<file path="config.mk">
export PLATFORM = sky130hd
export DESIGN_NAME = iob_cache_fe_arbiter
export DESIGN_NICKNAME = d
export VERILOG_FILES = /design/src/rtl/iob_cache_fe_arbiter_pkg.sv /design/src/rtl/iob_cache_rr_prio.sv /design/src/rtl/iob_cache_fe_arbiter.sv
export SDC_FILE = /design/constraint.sdc
export NUM_CORES = 1
export LEC_CHECK = 0
export BUFFER_PORTS_ARGS = -buffer_cell sky130_fd_sc_hd__buf_2
export CORE_AREA = 2 2 107 109
export CTS_CLUSTER_SIZE = 20
export DETAILED_ROUTE_END_ITERATION = 8
export DIE_AREA = 0 0 109 111
export HOLD_SLACK_MARGIN = 0.08
export PLACE_DENSITY = 0.73
export SKIP_LAST_GASP = 1
export SYNTH_ARGS = -nofsm -noshare
export SYNTH_HDL_FRONTEND = slang
export SYNTH_HIERARCHICAL = 1
export SYNTH_SLANG_ARGS = --single-unit
</file>
<file path="constraint.sdc">
create_clock -name clk -period 2.25 [get_ports clk]
set_input_delay 0.225 -clock clk [delete_from_list [all_inputs] [get_ports clk]]
set_output_delay 0.225 -clock clk [all_outputs]
set_load 0.1 [all_outputs]
</file>
<file path="src/rtl/iob_cache_fe_arbiter_pkg.sv">
// iob_cache_fe_arbiter_pkg
// Shared constants and types for the cache front-end arbiter.
package iob_cache_fe_arbiter_pkg;

   localparam int ARB_RR    = 0;
   localparam int ARB_FIXED = 1;

   typedef enum logic {
      ST_IDLE = 1'b0,
      ST_BUSY = 1'b1
   } arb_state_e;

   function automatic int ch_width(input int n);
      return (n > 1) ? $clog2(n) : 1;
   endfunction

endpackage

</file>
<file path="src/rtl/iob_cache_rr_prio.sv">
// iob_cache_rr_prio
// Combinational winner select: round-robin from rr_ptr+1 or lowest index.
module iob_cache_rr_prio
   import iob_cache_fe_arbiter_pkg::*;
#(
   parameter int N_CH     = 2,
   parameter int ARB_MODE = ARB_RR,
   parameter int CH_W     = ch_width(N_CH)
) (
   input  logic [N_CH-1:0] req,
   input  logic [CH_W-1:0] rr_ptr,
   output logic            any,
   output logic [CH_W-1:0] idx
);

   logic [CH_W-1:0] cand;

   // Walk from lowest to highest priority so the best candidate is written last
   always_comb begin
      any  = |req;
      idx  = '0;
      cand = '0;
      if (ARB_MODE == ARB_FIXED) begin
         for (int i = N_CH - 1; i >= 0; i--) begin
            cand = CH_W'(i);
            if (req[cand]) idx = cand;
         end
      end else begin
         for (int k = N_CH; k >= 1; k--) begin
            cand = CH_W'((int'(rr_ptr) + k) % N_CH);
            if (req[cand]) idx = cand;
         end
      end
   end

endmodule

</file>
<file path="src/rtl/iob_cache_fe_arbiter.sv">
// iob_cache_fe_arbiter
// Shares one cache front-end port among N_CH native masters, one access at a time.
module iob_cache_fe_arbiter
   import iob_cache_fe_arbiter_pkg::*;
#(
   parameter int N_CH     = 2,
   parameter int ADDR_W   = 32,
   parameter int DATA_W   = 32,
   parameter int ARB_MODE = ARB_RR,
   parameter int CH_W     = ch_width(N_CH)
) (
   input  logic                       clk,
   input  logic                       reset,
   input  logic [N_CH-1:0]            m_valid,
   input  logic [N_CH*ADDR_W-1:0]     m_addr,
   input  logic [N_CH*DATA_W-1:0]     m_wdata,
   input  logic [N_CH*(DATA_W/8)-1:0] m_wstrb,
   output logic [DATA_W-1:0]          m_rdata,
   output logic [N_CH-1:0]            m_ready,
   output logic                       s_valid,
   output logic [ADDR_W-1:0]          s_addr,
   output logic [DATA_W-1:0]          s_wdata,
   output logic [DATA_W/8-1:0]        s_wstrb,
   input  logic [DATA_W-1:0]          s_rdata,
   input  logic                       s_ready,
   output logic                       busy,
   output logic [CH_W-1:0]            grant
);

   localparam int STRB_W = DATA_W / 8;

   arb_state_e        state_q, state_d;
   logic [ADDR_W-1:0] addr_q, addr_d;
   logic [DATA_W-1:0] wdata_q, wdata_d;
   logic [STRB_W-1:0] wstrb_q, wstrb_d;
   logic [CH_W-1:0]   grant_q, grant_d;
   logic [CH_W-1:0]   rr_ptr_q, rr_ptr_d;

   logic              req_any;
   logic [CH_W-1:0]   req_idx;

   iob_cache_rr_prio #(
      .N_CH     (N_CH),
      .ARB_MODE (ARB_MODE),
      .CH_W     (CH_W)
   ) u_prio (
      .req    (m_valid),
      .rr_ptr (rr_ptr_q),
      .any    (req_any),
      .idx    (req_idx)
   );

   // Arbitrate in IDLE, capture the winner, route completion back in BUSY
   always_comb begin
      state_d  = state_q;
      addr_d   = addr_q;
      wdata_d  = wdata_q;
      wstrb_d  = wstrb_q;
      grant_d  = grant_q;
      rr_ptr_d = rr_ptr_q;
      m_ready  = '0;
      unique case (state_q)
         ST_IDLE: begin
            if (req_any) begin
               state_d = ST_BUSY;
               grant_d = req_idx;
               addr_d  = m_addr[int'(req_idx)*ADDR_W +: ADDR_W];
               wdata_d = m_wdata[int'(req_idx)*DATA_W +: DATA_W];
               wstrb_d = m_wstrb[int'(req_idx)*STRB_W +: STRB_W];
            end
         end
         ST_BUSY: begin
            if (s_ready) begin
               m_ready[grant_q] = 1'b1;
               state_d          = ST_IDLE;
               if (ARB_MODE == ARB_RR) rr_ptr_d = grant_q;
            end
         end
         default: state_d = ST_IDLE;
      endcase
   end

   // State and request registers; rr_ptr restarts so channel 0 goes first
   always_ff @(posedge clk) begin
      if (reset) begin
         state_q  <= ST_IDLE;
         addr_q   <= '0;
         wdata_q  <= '0;
         wstrb_q  <= '0;
         grant_q  <= '0;
         rr_ptr_q <= CH_W'(N_CH - 1);
      end else begin
         state_q  <= state_d;
         addr_q   <= addr_d;
         wdata_q  <= wdata_d;
         wstrb_q  <= wstrb_d;
         grant_q  <= grant_d;
         rr_ptr_q <= rr_ptr_d;
      end
   end

   assign s_valid = (state_q == ST_BUSY);
   assign busy    = (state_q == ST_BUSY);
   assign s_addr  = addr_q;
   assign s_wdata = wdata_q;
   assign s_wstrb = wstrb_q;
   assign grant   = grant_q;
   assign m_rdata = s_rdata;

endmodule

</file>
**Word-level counts from Yosys, hierarchy flattened**

Index checks and enable logic that the tools add are counted.

- Register bits after elaboration: 71
- Input port bits: 173
- Output and inout bits: 105
- Word-level logic and storage cells: 33

- Add/subtract/negate cells: 2
- $lt $le $gt $ge: 4
- Shifts and indexed selects: 3
- Muxes and demuxes: 13
- Bitwise gates (word level): 1
- Reductions and logical operators: 4

Operators by type and width:

| kind | count |
|---|---|
| $shiftx A64 B7 Y32 | 2 |
| $mux W1 | 9 |
| $shiftx A8 B4 Y4 | 1 |
| $lt A1 B2 Y1 const B | 3 |
| $mux W2 | 2 |
| $reduce_and A2 Y1 | 2 |
| $add A1 B1 Y1 const B | 2 |
| $pmux W1 S2 | 1 |
| $reduce_or A2 Y1 | 1 |
| $demux W1 S1 | 1 |
| $ge A1 B1 Y1 const B | 1 |
| $logic_and A1 B1 Y1 | 1 |
| $not A1 Y1 | 1 |

**Depth between registers and ports, before layout**

- Depth in word-level cells: 6
- Mapped depth: 6
- Mapped depth without buffers: 4

**Cells and area by module**

Netlist, hierarchy kept.

By module, submodules not included:

| module | times used | cells each | area an instance (µm²) | sequential area each (µm²) |
|---|---|---|---|---|
| iob_cache_fe_arbiter | 1 | 350 | 3697.3 | 1421.4 |
| iob_cache_rr_prio | 1 | 2 | 13.8 | 0.0 |

**Worst setup path before layout**

No wires, ideal clock.

- Path type: reg2out
- Start point: register state_q, in the netlist busy
- End point: output port m_ready[0]
- Data arrival time: 2.462 ns
- Required time: 2.025 ns
- Path slack: -0.437 ns
- Cell stages (with the launch flop): 3
- Path buffers: 0
- Cell sequence: dfxtp_1 -> nand2_1 -> nor2_1

- Longest elaborated chain between the ends: 1

Ends and longest elaborated chain:

| element | line | source |
|---|---|---|
| from (decl) | iob_cache_fe_arbiter.sv:32 | `arb_state_e state_q, state_d;` |
| from (signal assigned) | iob_cache_fe_arbiter.sv:93 | `state_q <= state_d;` |
| $mux W2 | iob_cache_fe_arbiter.sv:62 | `unique case (state_q)` |
| to (decl) | iob_cache_fe_arbiter.sv:19 | `output logic [N_CH-1:0] m_ready,` |

Every way passes these cells.

**Worst setup path after layout**

Same ends and word-level chain as after synthesis.

==> impl_metrics.ini <==
[finish]
num-nets-final = 691
fill_cells = 1046
utilization = 0.4516
antenna_cells = 0
syn2layout_area_growth_pct = 34.79
final_layout_size_suffix_gt1_frac = 0.5698

[global_route]
grt_pass1_wl_um = 14100
gr-total-overflow = 0
grt_use_total = 0.1442
grt_start_max_net_pins = 50
antenna_found_initial = 1
grt_pass1_vias = 3166

[clock_network]
cts_sinks = 71
tritoncts = done
cts_max_level = 3
clockBufferDepth = 2
cts.reportedPaths.clkPinSlew_ns = 0.05
numCtsBuffers = 9
holdBufCountCts = 0
worstSkewPairLatency_ns = 0.32
ctsResizeCount = 0
clock-root-buffer = clkbuf_16
cts_setup_buffers = 0

[die]
die_height_um = 111
start_util = 0.3350
core.rowCount = 39
die_w_um = 109
ios = 278
die_area_um2 = 12100
core_um2 = 11080

[setup_path]
worstSetupPathType = register to output port
crit_chain = nand2_1 > nor2_4 > buf_2
path_delay_family = flip-flops
crit_path_max_fanout = 7
startpoint_type = register
endpoint_kind = output port
timing.rr.start = rr_ptr_q
cp_slowest_cell = dfxtp_1
worstSetupStartpoint = busy
required_ns = 2.03
cpPeakStageDelay_ns = 0.48
arrival_ns = 1.48
cp.buffers_inverters = 1

[placement]
gp_congestion = 0.7261
hpwl_um = 6734
place_ws_ns = 0.6177
io_buffers = 213

[pwr]
p_clk_frac = 0.357
p_sw_mw = 1.934
combPwrFrac = 0.350
internal-power_mw = 3.042
p_seq_frac = 0.293
peakVddDrop_uv = 386.5
p_sw_frac = 0.3887
power_density_nw_per_um2 = 994.8
power.leakage_nw = 2.337

[synthesis]
synth_warnings = 6
synth_cell_types = 19
synthesis.nets = 525
synthArstFlopShare = 0
synthFlopType = dfxtp_1
synth_top_area_frac = 0.3830
yosys-top-cells-area = dfxtp_1 38%, a211oi_2 20%, mux2i_1 18%
synth_commonest_cells = 71 x dfxtp_1, 69 x nor2_1, 68 x mux2i_1
synth_edf_count = 0
syn_area_um2 = 3711
syn_avg_cell_area_um2 = 10.54
ys_seq_area_frac = 0.3830
syn_inst = 352
ys_seq_elements = 71
synth_most_common_cell = dfxtp_1
synth_top_area_cell = dfxtp_1

[timing]
fmax_ghz = 0.5861
setup_viol = 0
relSlewSlack = 0.6252
slew_violations = 0
setup_tns_ns = 0
worstMarginPinSlew_ns = 0.5622
hold_viol_final = 0
fin_skew_ns = 0.005184
rsz0062_at_grt = false
min_period_over_period = 0.7584
holdWs_ns = 0.2022
fin_crit_ns = 1.706
fin_ws_ns = 0.5437

[route]
drcViolationCount = 0
routed_wl_um = 8924
drtIter0Drc = 99
via_per_inst = 4.704
num_vias = 3133
ant_nets = 0
firstDrtPassIters = 4
wl_per_cell_um = 13.40

[min_path]
holdCritStartpoint = s_ready
hold_class = primary input to register

[run]
cap_violations = 0

[outcome]
status = completed
==> kinds of logic (layout without fill, tap and decap cells) <==
group                  after synthesis  count (layout)  share of synthesized area
muxes                               68              68                     0.1834
and+or+nand+nor                     77              77                    0.08193
AOI/OAI and AO/OA                   72              72                     0.2256
DFF                                 71              71                     0.3830
buffers and inverters               64             235                     0.1261
==> per-stage QoR <==
step                instance area [um^2]  std cells  total power, mW
floorplan                           3719        352            3.189
global placement                    4622        650            3.206
detailed placement                  4622        650            3.237
CTS                                 5002        666            5.044
global route                        5002        666            5.189
finish                              5002        666            4.976
==> tightest hold or removal path: stages <==
cell      delay [ns]
buf_2           0.09
nand2b_1        0.09
a21oi_1         0.06
==> state kept, by name (all words and copies together), names as in the netlist <==
signal / flops
s_wdata: 32
s_wstrb: 4
s_addr: 32
rr_ptr_q: 1
busy: 1
grant: 1
==> layout by cell type, fill, tap and decap left out <==
cell	n
a211o_1	1
a211oi_1	8
a211oi_2	60
a21boi_4	1
a21oi_1	2
and3_1	1
buf_12	5
buf_2	212
buf_4	2
bufinv_16	4
clkbuf_16	9
clkbuf_8	2
clkinvlp_4	1
dfxtp_1	71
mux2i_1	68
nand2_1	3
nand2b_1	2
nor2_1	68
nor2_4	1
nor2b_4	1
or2_1	1
==> power by group through the flow <==
stage / sequential [mW] / combinational, mW / clock (mW)
2_1_floorplan: 2.41 / 0.774 / 0
3_3_place_gp: 1.48 / 1.73 / 0
3_5_place_dp: 1.49 / 1.75 / 0
4_1_cts: 1.46 / 1.75 / 1.83
5_1_grt: 1.48 / 1.82 / 1.89
6_report: 1.46 / 1.74 / 1.78
==> worst paths after layout <==
kind                 to  slack, ns  depth (start not counted)
min                busy       0.20                          3
max          m_ready[0]       0.54                          3
min reg2reg  s_addr[19]       0.49                          2
max reg2reg   s_addr[6]       0.67                          4
==> area by class of cell <==
type                            instances  area (um^2)  area share
Clock buffer                           11        252.7     0.05053
Sequential cell                        71         1421      0.2841
Clock inverter                          5        127.6     0.02551
Tap cell                              143        178.9     0.03577
Multi-Input combinational cell        217         1846      0.3689
Timing Repair Buffer                  219         1176      0.2351
==> metal layers <==
metal / track usage / share of wire
met2: 0.2551 / 0.50
met4: 0.05470 / 0.018
met1: 0.1545 / 0.39
met5: 0 / 0.0015
met3: 0.05056 / 0.092
No activity file was read; power rests on OpenSTA's default activity.
